File: config.mk
export PLATFORM = sky130hd
export DESIGN_NAME = word_symbol_serializer
export DESIGN_NICKNAME = d
export VERILOG_FILES = /design/src/rtl/word_symbol_serializer.sv
export SDC_FILE = /design/constraint.sdc
export NUM_CORES = 1
export LEC_CHECK = 0
export ABC_AREA = 1
export BUFFER_PORTS_ARGS = -buffer_cell sky130_fd_sc_hd__buf_2
export CAP_MARGIN = 40
export CORE_MARGIN = 3
export CORE_UTILIZATION = 45
export DETAILED_ROUTE_END_ITERATION = 10
export PLACE_DENSITY_LB_ADDON = 0.3
export SETUP_SLACK_MARGIN = 0.3
export SKIP_CTS_REPAIR_TIMING = 1
export SYNTH_ARGS = -nofsm -noshare
export SYNTH_HDL_FRONTEND = slang
export SYNTH_SLANG_ARGS = --single-unit
File: constraint.sdc
create_clock -name i_clk -period 2.26 [get_ports i_clk]
set_input_delay 0.226 -clock i_clk [delete_from_list [all_inputs] [get_ports i_clk]]
set_output_delay 0.226 -clock i_clk [all_outputs]
set_load 0.05 [all_outputs]
File: src/rtl/word_symbol_serializer.sv
// Word-to-symbol serializer: FIFO-buffered code words unloaded as WORD_W/SYM_W symbols.
// Optional symbol counter output enabled by WORD_SYMBOL_SERIALIZER_STATS_EN.
module word_symbol_serializer #(
    parameter int WORD_W = 16,
    parameter int SYM_W  = 2,
    parameter int DEPTH  = 4
) (
    input  logic                       i_clk,
    input  logic                       i_rst,
    input  logic                       i_in_valid,
    output logic                       o_in_ready,
    input  logic [WORD_W-1:0]          i_in_data,
    input  logic                       i_in_last,
    input  logic                       i_msb_first,
    output logic                       o_sym_valid,
    input  logic                       i_sym_ready,
    output logic [SYM_W-1:0]           o_sym_data,
    output logic                       o_sym_last,
    output logic                       o_word_end,
    output logic                       o_done,
`ifdef WORD_SYMBOL_SERIALIZER_STATS_EN
    output logic [15:0]                o_sym_cnt,
`endif
    output logic [$clog2(DEPTH+1)-1:0] o_level
);

    localparam int N  = WORD_W / SYM_W;
    localparam int CW = (N > 1) ? $clog2(N) : 1;
    localparam int AW = $clog2(DEPTH);
    localparam int LW = $clog2(DEPTH+1);
    localparam int EW = WORD_W + 2;

    typedef enum logic {IDLE, SHIFT} state_t;

    state_t              state_q, state_d;
    logic [EW-1:0]       mem_q [DEPTH];
    logic [AW-1:0]       wr_ptr_q, wr_ptr_d, rd_ptr_q, rd_ptr_d;
    logic [LW-1:0]       level_q, level_d;
    logic [WORD_W-1:0]   sh_q, sh_d;
    logic                msb_q, msb_d, last_q, last_d, done_q, done_d;
    logic [CW-1:0]       cnt_q, cnt_d;
    logic                full, empty, push, pop, hs;
    logic [EW-1:0]       head;

    assign full  = (level_q == LW'(DEPTH));
    assign empty = (level_q == '0);
    assign push  = i_in_valid && o_in_ready;
    assign head  = mem_q[rd_ptr_q];

    always_ff @(posedge i_clk) begin
        if (i_rst) state_q <= IDLE;
        else       state_q <= state_d;
    end

    // Pop and handshake decode live with the next-state logic: they are the FSM's transitions.
    always_comb begin
        state_d = state_q;
        pop     = 1'b0;
        hs      = 1'b0;
        case (state_q)
            IDLE: begin
                if (!empty) begin
                    pop     = 1'b1;
                    state_d = SHIFT;
                end
            end
            SHIFT: begin
                if (i_sym_ready) begin
                    hs = 1'b1;
                    if (cnt_q == '0) begin
                        if (!empty) pop = 1'b1;
                        else        state_d = IDLE;
                    end
                end
            end
            default: state_d = IDLE;
        endcase
    end

    always_comb begin
        o_sym_valid = (state_q == SHIFT);
        o_word_end  = o_sym_valid && (cnt_q == '0);
        o_sym_last  = o_word_end && last_q;
        o_sym_data  = msb_q ? sh_q[WORD_W-1 -: SYM_W] : sh_q[SYM_W-1:0];
        o_in_ready  = !full && !i_rst;
        o_level     = level_q;
        o_done      = done_q;
    end

    always_comb begin
        wr_ptr_d = push ? wr_ptr_q + AW'(1) : wr_ptr_q;
        rd_ptr_d = pop  ? rd_ptr_q + AW'(1) : rd_ptr_q;
        level_d  = level_q;
        if (push && !pop)      level_d = level_q + LW'(1);
        else if (!push && pop) level_d = level_q - LW'(1);
        sh_d   = sh_q;
        msb_d  = msb_q;
        last_d = last_q;
        cnt_d  = cnt_q;
        done_d = hs && (cnt_q == '0) && last_q;
        if (pop) begin
            sh_d   = head[EW-1:2];
            last_d = head[1];
            msb_d  = head[0];
            cnt_d  = CW'(N-1);
        end else if (hs && cnt_q != '0) begin
            // The emitted symbol always sits at the end selected by msb_q.
            sh_d  = msb_q ? (sh_q << SYM_W) : (sh_q >> SYM_W);
            cnt_d = cnt_q - CW'(1);
        end
    end

    always_ff @(posedge i_clk) begin
        if (push) mem_q[wr_ptr_q] <= {i_in_data, i_in_last, i_msb_first};
    end

    always_ff @(posedge i_clk) begin
        if (i_rst) begin
            wr_ptr_q <= '0;
            rd_ptr_q <= '0;
            level_q  <= '0;
            sh_q     <= '0;
            msb_q    <= 1'b0;
            last_q   <= 1'b0;
            cnt_q    <= '0;
            done_q   <= 1'b0;
        end else begin
            wr_ptr_q <= wr_ptr_d;
            rd_ptr_q <= rd_ptr_d;
            level_q  <= level_d;
            sh_q     <= sh_d;
            msb_q    <= msb_d;
            last_q   <= last_d;
            cnt_q    <= cnt_d;
            done_q   <= done_d;
        end
    end

`ifdef WORD_SYMBOL_SERIALIZER_STATS_EN
    logic [15:0] sym_cnt_q, sym_cnt_d;

    // A handshake in the o_done cycle belongs to the next frame, so it seeds the count.
    always_comb begin
        sym_cnt_d = sym_cnt_q;
        if (done_q)                           sym_cnt_d = hs ? 16'd1 : '0;
        else if (hs && sym_cnt_q != 16'hFFFF) sym_cnt_d = sym_cnt_q + 16'd1;
    end

    always_ff @(posedge i_clk) begin
        if (i_rst) sym_cnt_q <= '0;
        else       sym_cnt_q <= sym_cnt_d;
    end

    assign o_sym_cnt = sym_cnt_q;
`endif

endmodule
# ---- After elaboration in Yosys (flattened, before gate mapping)
# Memory sizes are Yosys's and may differ from the RTL's. A register that Yosys moved wholly into a read port is not among the register bits.
# Cells that the tools add are included.
dict set report word_totals {
  word_cells 56
  n_memories 1
  mem_bits_rw 72
  output_inout_bits 10
  reg_bits 30
}
# memory depth word_bits read_ports rd_ports_with_merged_regs wr line_no
set memory_table {}
lappend memory_table {mem_q 4 18 1 1 1 36} ;# logic [EW-1:0] mem_q [DEPTH];
dict set report classes {
  n_mux 21
  n_reduce_logical 18
  bitwise_logic 1
  add_sub_neg 5
  n_eq_ne 1
}
# operator count
set ops {}
lappend ops {{two-way mux 16 bit} 3}
lappend ops {{two-way mux 3 bit} 4}
lappend ops {{logical AND 1 bit} 9}
lappend ops {{two-way mux 1 bit} 9}
lappend ops {{zero test 3 bit} 2}
lappend ops {{two-way mux 2 bit} 3}
lappend ops {{subtractor 3 x 1 -> 3 bit, second input constant} 2}
lappend ops {{adder 2 x 1 -> 2 bit, second input constant} 2}
lappend ops {{zero test 1 bit} 4}
lappend ops {{one-hot mux 1 bit (2 select lines)} 2}
lappend ops {{nonzero test 2 bit} 2}
lappend ops {{adder 3 x 1 -> 3 bit, second input constant} 1}
lappend ops {{== test 3 bit, second input constant} 1}
lappend ops {{nonzero test 3 bit} 1}
lappend ops {{inverter 1 bit} 1}

# ---- Depth between registers and ports, before layout
# Gate-level depths: netlist (run 1).
dict set report depth {
  ltp_word 8
  depth_mapped 13
  mapped_depth_nobuf 12
}

# ---- Worst setup path before layout (run 1)
# No wires, ideal clock.
dict set report synth_path {
  kind {register -> register}
  from {register level_q[1], in the netlist o_level[1]}
  to {memory mem_q[0][0] (netlist name), enable pin}
  t_required_ns 1.867
  stages_incl_launch_ff 5
  slack_ns -0.036
  path_buffers 0
  synth_period_minus_slack_ns 2.296
  arrival_ns 1.903
  setup_time_ns 0.393
  path_cell_list {dfxtp_1 > inv_1 > nand3_1 > nand3_2 > nor2_1}
}
dict set report synth_via {
  elab_chain_len 6
}
# element line_no
set synth_lines {}
lappend synth_lines {{start: declaration} 38} ;# logic [LW-1:0] level_q, level_d;
lappend synth_lines {{start signal: assignment} 130} ;# level_q <= level_d;
lappend synth_lines {{== test 3 bit} 45} ;# assign full = (level_q == LW'(DEPTH));
lappend synth_lines {{zero test 1 bit} 85} ;# o_in_ready = !full && !i_rst;
lappend synth_lines {{logical AND 1 bit} 85}
lappend synth_lines {{logical AND 1 bit} 47} ;# assign push = i_in_valid && o_in_ready;
lappend synth_lines {{two-way mux 1 bit} 114} ;# if (push) mem_q[wr_ptr_q] <= {i_in_data, i_in_last, i_msb_first};
lappend synth_lines {{two-way mux 1 bit (implied by the code)} 114}
lappend synth_lines {{end: declaration} 36}
# Every way passes these cells.

# ---- Worst setup path after layout (run 1)
dict set report layout_path {
  from {register msb_q}
  to {output port o_sym_data[1]}
}
dict set report layout_via {
  elab_chain_len 1
}
# element line_no
set layout_lines {}
lappend layout_lines {{start: declaration} 40} ;# logic msb_q, msb_d, last_q, last_d, done_q, done_d;
lappend layout_lines {{start signal: assignment} 132} ;# msb_q <= msb_d;
lappend layout_lines {{two-way mux 2 bit} 84} ;# o_sym_data = msb_q ? sh_q[WORD_W-1 -: SYM_W] : sh_q[SYM_W-1:0];
lappend layout_lines {{end: declaration} 17} ;# output logic [SYM_W-1:0] o_sym_data,
# Every way passes these cells.

==> impl_metrics.toml, run 1 <==
[detailed_routing]
totalWireLength_mm = 8.85
drcViolationCount = 0
drtAntennaViolNets = 0
drt_iter0_drc = 207
via_per_inst = 4.81
firstDrtPassIters = 4
vias = 3357
wl_per_cell_um = 12.7

[global_route]
antenna_found_initial = 0
grt_usage = 0.161
grt_pass1_vias = 3144
grt_first_pass_wirelength_mm = 14.7
grt.overflow.total = 0
grt_max_degree = 37

[timing]
setup_tns_ps = 0
layout_setup_ws_ps = 420
finalMaxSlewViolations = 0
timing.fmax_mhz = 543
fin_crit_ps = 1840
setup_viol = 0
rsz0062_at_grt = "false"
fin_skew_ps = 9.21
slew-limit-headroom = 0.734
tightest_slew_ps = 398
finalCritPeriodShare = 0.814
hold_viol = 0

[die]
die_h_um = 109
start_util = 0.463
io_pins = 32
fp-row-count = 37
die-area_um2 = 11900
core_area_um2 = 10300
dieWidth_um = 109

[finish]
fillerInstances = 927
antenna_cells = 0
area_delta_synth_final_pct = 9.47
register_area_um2 = 2810
finalNonFillerCells = 698
drive_gt1_frac = 0.164
final_core_util = 0.507
nNetsFinal = 588
multi_input_area_um2 = 1430

[worst_setup_path]
slowest_stage = "dfxtp_1"
worst-setup-path-type = "reg -> out"
cp_slowest_stage_delay_ps = 320
r2r_cells = 12
worst_setup_path_start_kind = "flip-flop"
worst-endpoint-required_ps = 2030
crit_chain = "buf_4 > inv_2 > o21ai_0 > buf_2"
crit_path_end_kind = "primary output"
crit_arrival_ps = 1610
worstPathMaxFanout = 20

[cts]
cts_max_level = 3
cts_root_buffer = "clkbuf_8"
tritoncts = "done"
clock_latency_ps = 370
cts_made_buffers = 9
cts.sinks = 104
cts_buffer_depth = 2
clkSlewWorstSetupHoldPaths_ps = 100

[logic_synthesis]
synth_flop_cell = "edfxtp_1"
syn_inst = 527
synth_area_per_cell_um2 = 9.07
synth_warnings = 0
synth_edf_count = 72
async_flop_share = 0
syn-cell-area_um2 = 4780
yosysSeqAreaShare = 0.586
ys_types = 27
synth_nets = 557
ys_ff_latch = 104

[placement]
port_buffers = 31
dp_cells = 682
hpwl_mm = 5.70
place.gp.congestion = 0.849
pre_cts_slack_ps = 373

[power_and_ir_drop]
powerDensity_nw_per_um2 = 1190
vdd_ir_drop_max_uv = 504
p_total_w = 0.00625
power.leakage_nw = 2.35

[worst_hold_path]
hp-class = "in -> reg"
hold_depth = 1

[outcome]
run_status = "completed"

[flow_run]
max_cap_violations = 0
[sequential cells by signal (all words and copies together), names as in the netlist, named ones only]
signal and count:
mem_q 72, o_sym_valid 1, last_q 1, wr_ptr_q 2, cnt_q 3, msb_q 1, rd_ptr_q 2, o_level 3
o_done 1, sh_q 16
[cell usage in the layout (no fill, tap or decap), drive strengths merged]
cell / n
inv: 105
fa: 1
buf: 43
edfxtp: 72
nand3: 70
nor2: 19
xor2: 2
a31oi: 1
clkinvlp: 2
a21oi: 14
nand2: 151
ha: 7
o22ai: 1
clkbuf: 9
clkinv: 2
dfxtp: 32
nor3: 1
o21ai: 29
nor4: 1
[metal layers]
metal  up-vias  global-route usage  part of all wire  routed length [µm]
met4         0              0.0712             0.017                 153
met3        13              0.0296             0.037                 324
met1      1569               0.208              0.47                4160
met2        55               0.264              0.48                4220
met5         -                   0                 0                   0
li1       1720                   -                 -                   -
[cell usage after synthesis, types with 2 or more instances]
cell / number / area share
o21ai_1: 2 / 0.0021
nand3_1: 68 / 0.071
buf_2: 5 / 0.0052
xor2_1: 2 / 0.0037
nand2_1: 147 / 0.12
nand3_2: 2 / 0.0042
a21oi_1: 13 / 0.014
buf_6: 12 / 0.028
buf_4: 5 / 0.0079
edfxtp_1: 72 / 0.45
inv_2: 6 / 0.0047
inv_1: 95 / 0.075
ha_1: 7 / 0.018
nor2_1: 19 / 0.015
nand2_2: 3 / 0.0039
o21ai_0: 27 / 0.028
dfxtp_1: 32 / 0.13
[power by group]
part | switching [W] | leakage, nW | internal (W)
Sequential | 0.000219 | 0.919 | 0.00237
Clock | 0.000653 | 0.0838 | 0.000410
Combinational | 0.00176 | 1.35 | 0.000840
[area by class of cell]
cell class              instances  share of cell area
multi-input cells             297               0.274
repair buffers                 43              0.0468
well taps                     136              0.0325
clock buffers                   9              0.0237
flip-flops and latches        104               0.537
inverters                     103              0.0758
clock inverters                 6              0.0100
[final timing paths]
path,start,end,slack [ps]
setup / recovery,msb_q$_SDFFE_PP0N_,o_sym_data[1],420
hold / removal,i_in_last,mem_q[2][1]$_DFFE_PP_,60
setup reg to reg,cnt_q[0]$_SDFFE_PP0P_,o_level[2]$_SDFFE_PP0P_,430
hold reg to reg,last_q$_SDFFE_PP0N_,o_done$_SDFF_PP0_,490
[worst max-delay path, delay by kind of cell, from the launching register on]
kind	cells	cell delay, ps
flops	1	320
buf+inv	3	670
compound gates	1	260
[through the flow]
stage	hold slack, ps	area [µm²]
global placement	439	5010
global route	55.9	5240
floorplan	325	4810
detailed placement	442	5010
finish	61.9	5240
CTS	47.9	5190
[cell families after synthesis]
logic type,synth area share
compound gates,0.0484
xor+xnor,0.00366
fa+ha+maj,0.0225
buf+inv,0.125
flops,0.586
simple gates,0.214
Power figures use the tool's default switching activity.
==> run 2: changes to the inputs <==
==> constraint.sdc (replaced) <==
create_clock -name i_clk -period 1.8 [get_ports i_clk]
set_input_delay 0.18 -clock i_clk [delete_from_list [all_inputs] [get_ports i_clk]]
set_output_delay 0.18 -clock i_clk [all_outputs]
set_load 0.05 [all_outputs]
==> run 2 against run 1 <==
  * Final area is 4.7% higher
  * Final cell count is 1.3% higher
  * Via count grew 2.2%
  * Sequential power increased by 25%
  * Critical endpoint is now o_level[2]$_SDFFE_PP0P_
  * Highest routed layer unchanged
==> impl_metrics.toml, run 2 (synthesized netlist as in run 1, its figures left out) <==
[outcome]
run_status = "completed"

[timing]
timing.fmax_mhz = 573
tightest_slew_ps = 360
fin_crit_ps = 1740
fin_skew_ps = 12.5
setup_viol = 0
rsz0062_at_grt = "true"
hold_viol = 0
slew-limit-headroom = 0.760
finalCritPeriodShare = 0.969
finalMaxSlewViolations = 0
holdWs_ps = 24.6

[finish]
final_core_util = 0.531
multi_input_area_um2 = 1460
top_regs = "mem_q: 72 flops, sh_q: 16 flops"
mostFrequentLayoutCell = "nand2_1"
largest-register = "mem_q"
drive_gt1_frac = 0.187
final_cell_mix = "147 x nand2_1, 90 x inv_1, 72 x edfxtp_1, 66 x nand3_1"
area_delta_synth_final_pct = 14.6
fillerInstances = 930
nNetsFinal = 596
largest_register_ff_count = 72
antenna_cells = 0
register_area_um2 = 2820

[worst_setup_path]
path_delay_family = "adder cells"
worst-setup-path-type = "reg -> reg"
crit_buf_inv = 2
crit_chain = "inv_2 > ha_4 > nand3_2 > nand2_2 > nand2_4 > ha_4 > inv_4 > fa_2 > a21oi_2 > o21ai_2 > o21ai_1 > a21oi_1"
worst-endpoint-required_ps = 2070
worst_setup_path_start_kind = "flip-flop"
r2r_start = "cnt_q[0]$_SDFFE_PP0P_"
r2r-end = "o_level[2]$_SDFFE_PP0P_"
rrSetupSlack_ps = 60
slowest_stage = "fa_2"
crit_top_cell = "ha_4"
crit_arrival_ps = 2010
cp_slowest_stage_delay_ps = 350
worstPathMaxFanout = 3
crit_path_end_kind = "flip-flop"
r2r_cells = 12

[die]
die_h_um = 109
io_pins = 32
dieWidth_um = 109
start_util = 0.463
die-area_um2 = 11900
fp-row-count = 37
core_area_um2 = 10300

[detailed_routing]
drtAntennaViolNets = 0
wl_per_cell_um = 13.3
firstDrtPassIters = 5
drcViolationCount = 0
totalWireLength_mm = 9.38
via_per_inst = 4.85
drt_iter0_drc = 293
vias = 3432

[placement]
place.gp.congestion = 0.807
port_buffers = 31
hpwl_mm = 5.99

[cts]
cts_max_level = 3
cts_made_buffers = 9
cts_buffer_depth = 2
clock_latency_ps = 370
cts_root_buffer = "clkbuf_8"
cts.sinks = 104
clkSlewWorstSetupHoldPaths_ps = 110
tritoncts = "done"

[worst_hold_path]
hp-class = "in -> reg"
min_to = "mem_q[1][9]$_DFFE_PP_"
hold_depth = 1
hp-start = "i_in_data[7]"

[power_and_ir_drop]
cellInternalPower_w = 0.00487
p_total_w = 0.00831
vdd_ir_drop_max_uv = 846
seqPwrFrac = 0.389
p_sw_w = 0.00345
power_frac_comb = 0.433
power.leakage_nw = 2.44
p_sw_frac = 0.415
power_frac_clock = 0.178
powerDensity_nw_per_um2 = 1520

[global_route]
grt_max_degree = 37
antenna_found_initial = 0
grt_pass1_vias = 3288
grt.overflow.total = 0
grt_usage = 0.169
grt_first_pass_wirelength_mm = 15.6

[flow_run]
max_cap_violations = 0
==> run 2: cell count changes in the layout (fill, tap and decap cells not counted), sizes merged <==
cell | before | now
inv | 105 | 104
clkbuf | 9 | 12
dlygate4sd3 | 0 | 1
buf | 43 | 47
clkinv | 2 | 3
bufinv | 0 | 1
==> run 2: cell type report <==
cell class / count / area share
Inverter: 103 / 0.0756
Clock buffer: 9 / 0.0226
Clock inverter: 7 / 0.0144
Sequential cell: 104 / 0.514
Tap cell: 136 / 0.0311
Timing Repair Buffer: 51 / 0.0751
Multi-Input combinational cell: 297 / 0.267
==> run 2: metrics by stage <==
stage	TNS (ps)	instance area (µm²)	std cells	setup WS [ps]
3_5_place_dp	0	5150	685	16.1
3_3_place_gp	0	5150	685	29.5
2_1_floorplan	-99.5	4860	527	-96.5
4_1_cts	0	5350	701	0.951
5_1_grt	-54.7	5480	707	-54.7
6_report	0	5480	707	55.6
==> run 2: worst register-to-register path, cell delays in order (launching register included) <==
cell     delay (ps)
dfxtp_2         340
inv_2            50
ha_4            160
nand3_2          50
nand2_2          70
nand2_4          70
ha_4            130
inv_4            40
fa_2            350
a21oi_2         160
o21ai_2          70
o21ai_1         120
a21oi_1          50
==> run 2: power groups by stage <==
stage,sequential [W],combinational [W],clock [W]
5_1_grt,0.00329,0.00410,0.00160
3_3_place_gp,0.00327,0.00334,0
6_report,0.00323,0.00360,0.00148
3_5_place_dp,0.00328,0.00343,0
2_1_floorplan,0.00337,0.00276,0
4_1_cts,0.00323,0.00344,0.00152
==> run 2: worst max-delay path by stage <==
stage,from,end,cells past startpoint,slack (ps)
6_report,cnt_q[0]$_SDFFE_PP0P_,o_level[2]$_SDFFE_PP0P_,12,60
5_1_grt,cnt_q[0]$_SDFFE_PP0P_,o_level[2]$_SDFFE_PP0P_,12,-50
4_1_cts,cnt_q[0]$_SDFFE_PP0P_,o_level[2]$_SDFFE_PP0P_,12,1
3_5_place_dp,cnt_q[0]$_SDFFE_PP0P_,o_level[2]$_SDFFE_PP0P_,12,20
3_3_place_gp,cnt_q[0]$_SDFFE_PP0P_,o_level[2]$_SDFFE_PP0P_,12,30
2_1_floorplan,cnt_q[0]$_SDFFE_PP0P_,o_level[2]$_SDFFE_PP0P_,13,-100
==> run 2: layer usage <==
layer / GRT usage / share of wire / vias up
li1: - / - / 1738
met1: 0.223 / 0.46 / 1623
met2: 0.278 / 0.48 / 64
met3: 0.0349 / 0.046 / 7
met4: 0.0541 / 0.0083 / 0
met5: 0 / 0 / -
==> run 3: changes to the inputs <==
--- a/config.mk
+++ b/config.mk
@@ -9,7 +9,8 @@
 export BUFFER_PORTS_ARGS = -buffer_cell sky130_fd_sc_hd__buf_2
 export CAP_MARGIN = 40
 export CORE_MARGIN = 3
-export CORE_UTILIZATION = 45
+export CORE_UTILIZATION = 40
+export CTS_BUF_LIST = sky130_fd_sc_hd__clkbuf_8
 export DETAILED_ROUTE_END_ITERATION = 10
 export PLACE_DENSITY_LB_ADDON = 0.3
 export SETUP_SLACK_MARGIN = 0.3
==> run 3 against run 2 <==
  * Sequential share of layout area fell by 0.79 points
  * Wire length rose by 2.7%
  * Clock skew fell by 5.5 ps
==> impl_metrics.toml, run 3 (synthesized netlist as in run 1, its figures left out) <==
[detailed_routing]
vias = 3367
drtAntennaViolNets = 0
totalWireLength_mm = 9.64
via_per_inst = 4.69
firstDrtPassIters = 4
wl_per_cell_um = 13.4
drt_iter0_drc = 216
drcViolationCount = 0

[cts]
clock_latency_ps = 360
cts.sinks = 104
cts_max_level = 3
cts_made_buffers = 9
cts_buffer_depth = 2
tritoncts = "done"
clkSlewWorstSetupHoldPaths_ps = 90
cts_root_buffer = "clkbuf_8"

[power_and_ir_drop]
powerDensity_nw_per_um2 = 1520
vdd_ir_drop_max_uv = 608
p_total_w = 0.00844
power.leakage_nw = 2.47

[worst_setup_path]
r2r_cells = 12
r2r-end = "o_level[2]$_SDFFE_PP0P_"
worst-setup-path-type = "reg -> reg"
worst-endpoint-required_ps = 2060
endpoint = "o_level[2]$_SDFFE_PP0P_"
r2r_start = "cnt_q[0]$_SDFFE_PP0P_"
crit_arrival_ps = 2040
worst_setup_path_start_kind = "flip-flop"
crit_path_end_kind = "flip-flop"
worstPathMaxFanout = 3
rrSetupSlack_ps = 20
startpoint = "cnt_q[0]$_SDFFE_PP0P_"

[timing]
slew-limit-headroom = 0.736
setup_viol = 0
hold_viol = 0
fin_crit_ps = 1780
tightest_slew_ps = 396
finalMaxSlewViolations = 0
finalCritPeriodShare = 0.989
fin_skew_ps = 7.03
rsz0062_at_grt = "true"
timing.fmax_mhz = 561

[placement]
port_buffers = 31
hpwl_mm = 5.88
place.gp.congestion = 0.813

[global_route]
grt_first_pass_wirelength_mm = 15.4
grt_pass1_vias = 3147
antenna_found_initial = 0
grt.overflow.total = 0
grt_usage = 0.150
grt_max_degree = 37

[worst_hold_path]
hp-class = "in -> reg"

[finish]
nNetsFinal = 600
mostFrequentLayoutCell = "nand2_1"
largest-register = "mem_q"
final_core_util = 0.481
largest_register_ff_count = 72
drive_gt1_frac = 0.195
fillerInstances = 1047
final_cell_mix = "145 x nand2_1, 92 x inv_1, 72 x edfxtp_1, 66 x nand3_1, 27 x buf_2"
top_regs = "mem_q: 72 flops, sh_q: 16 flops"
multi_input_area_um2 = 1490
antenna_cells = 0
register_area_um2 = 2820
area_delta_synth_final_pct = 16.4

[die]
fp-row-count = 39
io_pins = 32
start_util = 0.414
die_h_um = 115
dieWidth_um = 115
die-area_um2 = 13300
core_area_um2 = 11600

[flow_run]
max_cap_violations = 0

[outcome]
run_status = "completed"
==> run 3: cell count changes in the layout (fill, tap and decap cells not counted), sizes merged <==
cell / before / now
bufinv: 1 / 0
clkbuf: 12 / 14
buf: 47 / 50
clkinv: 3 / 4
dlygate4sd3: 1 / 0
==> run 3: per-stage QoR <==
stage | TNS, ps | hold WS (ps) | instances | cell area (µm²) | setup slack (ps)
after floorplan | -99.5 | 279 | 527 | 4860 | -96.5
after CTS | -17.4 | 15.8 | 707 | 5310 | -17.4
final | 0 | 32.0 | 718 | 5570 | 19.0
after detailed placement | -1.11 | 400 | 691 | 5150 | -1.11
after global placement | 0 | 392 | 691 | 5150 | 32.6
after global routing | -59.4 | 19.1 | 718 | 5570 | -59.4
==> run 3: layout make-up <==
cell class	count	share of cell area
flip-flops and latches	104	0.506
multi-input cells	297	0.267
repair buffers	55	0.0897
inverters	103	0.0769
well taps	143	0.0321
clock buffers	9	0.0223
clock inverters	7	0.00562
==> run 3: per-layer routing <==
metal | wire, µm | vias up | global-route usage
li1 | - | 1750 | -
met1 | 4450 | 1527 | 0.207
met2 | 4620 | 79 | 0.237
met3 | 443 | 11 | 0.0284
met4 | 129 | 0 | 0.0524
met5 | 0 | - | 0
==> run 3: how the worst min path moves through the flow <==
stage | start | endpoint | cells after the start
2_1_floorplan | i_msb_first | mem_q[0][0]$_DFFE_PP_ | 0
3_3_place_gp | i_in_data[7] | mem_q[0][9]$_DFFE_PP_ | 1
3_5_place_dp | i_in_data[4] | mem_q[1][6]$_DFFE_PP_ | 1
4_1_cts | i_in_data[4] | mem_q[2][6]$_DFFE_PP_ | 1
5_1_grt | i_in_data[4] | mem_q[1][6]$_DFFE_PP_ | 1
6_report | i_in_data[6] | mem_q[1][8]$_DFFE_PP_ | 1
==> run 3: power breakdown <==
part           switching (W)  internal (W)  total [W]
Clock               0.000743      0.000476    0.00122
Combinational        0.00246       0.00149    0.00394
Sequential          0.000298       0.00298    0.00328
==> run 3: critical path, stage by stage, from the launching register on <==
cell     delay (ps)
dfxtp_2         350
inv_2            50
ha_4            160
nand3_2          50
nand2_2          70
nand2_4          70
ha_4            130
inv_4            40
fa_2            360
a21oi_2         160
o21ai_2          80
o21ai_1         120
a21oi_1          50
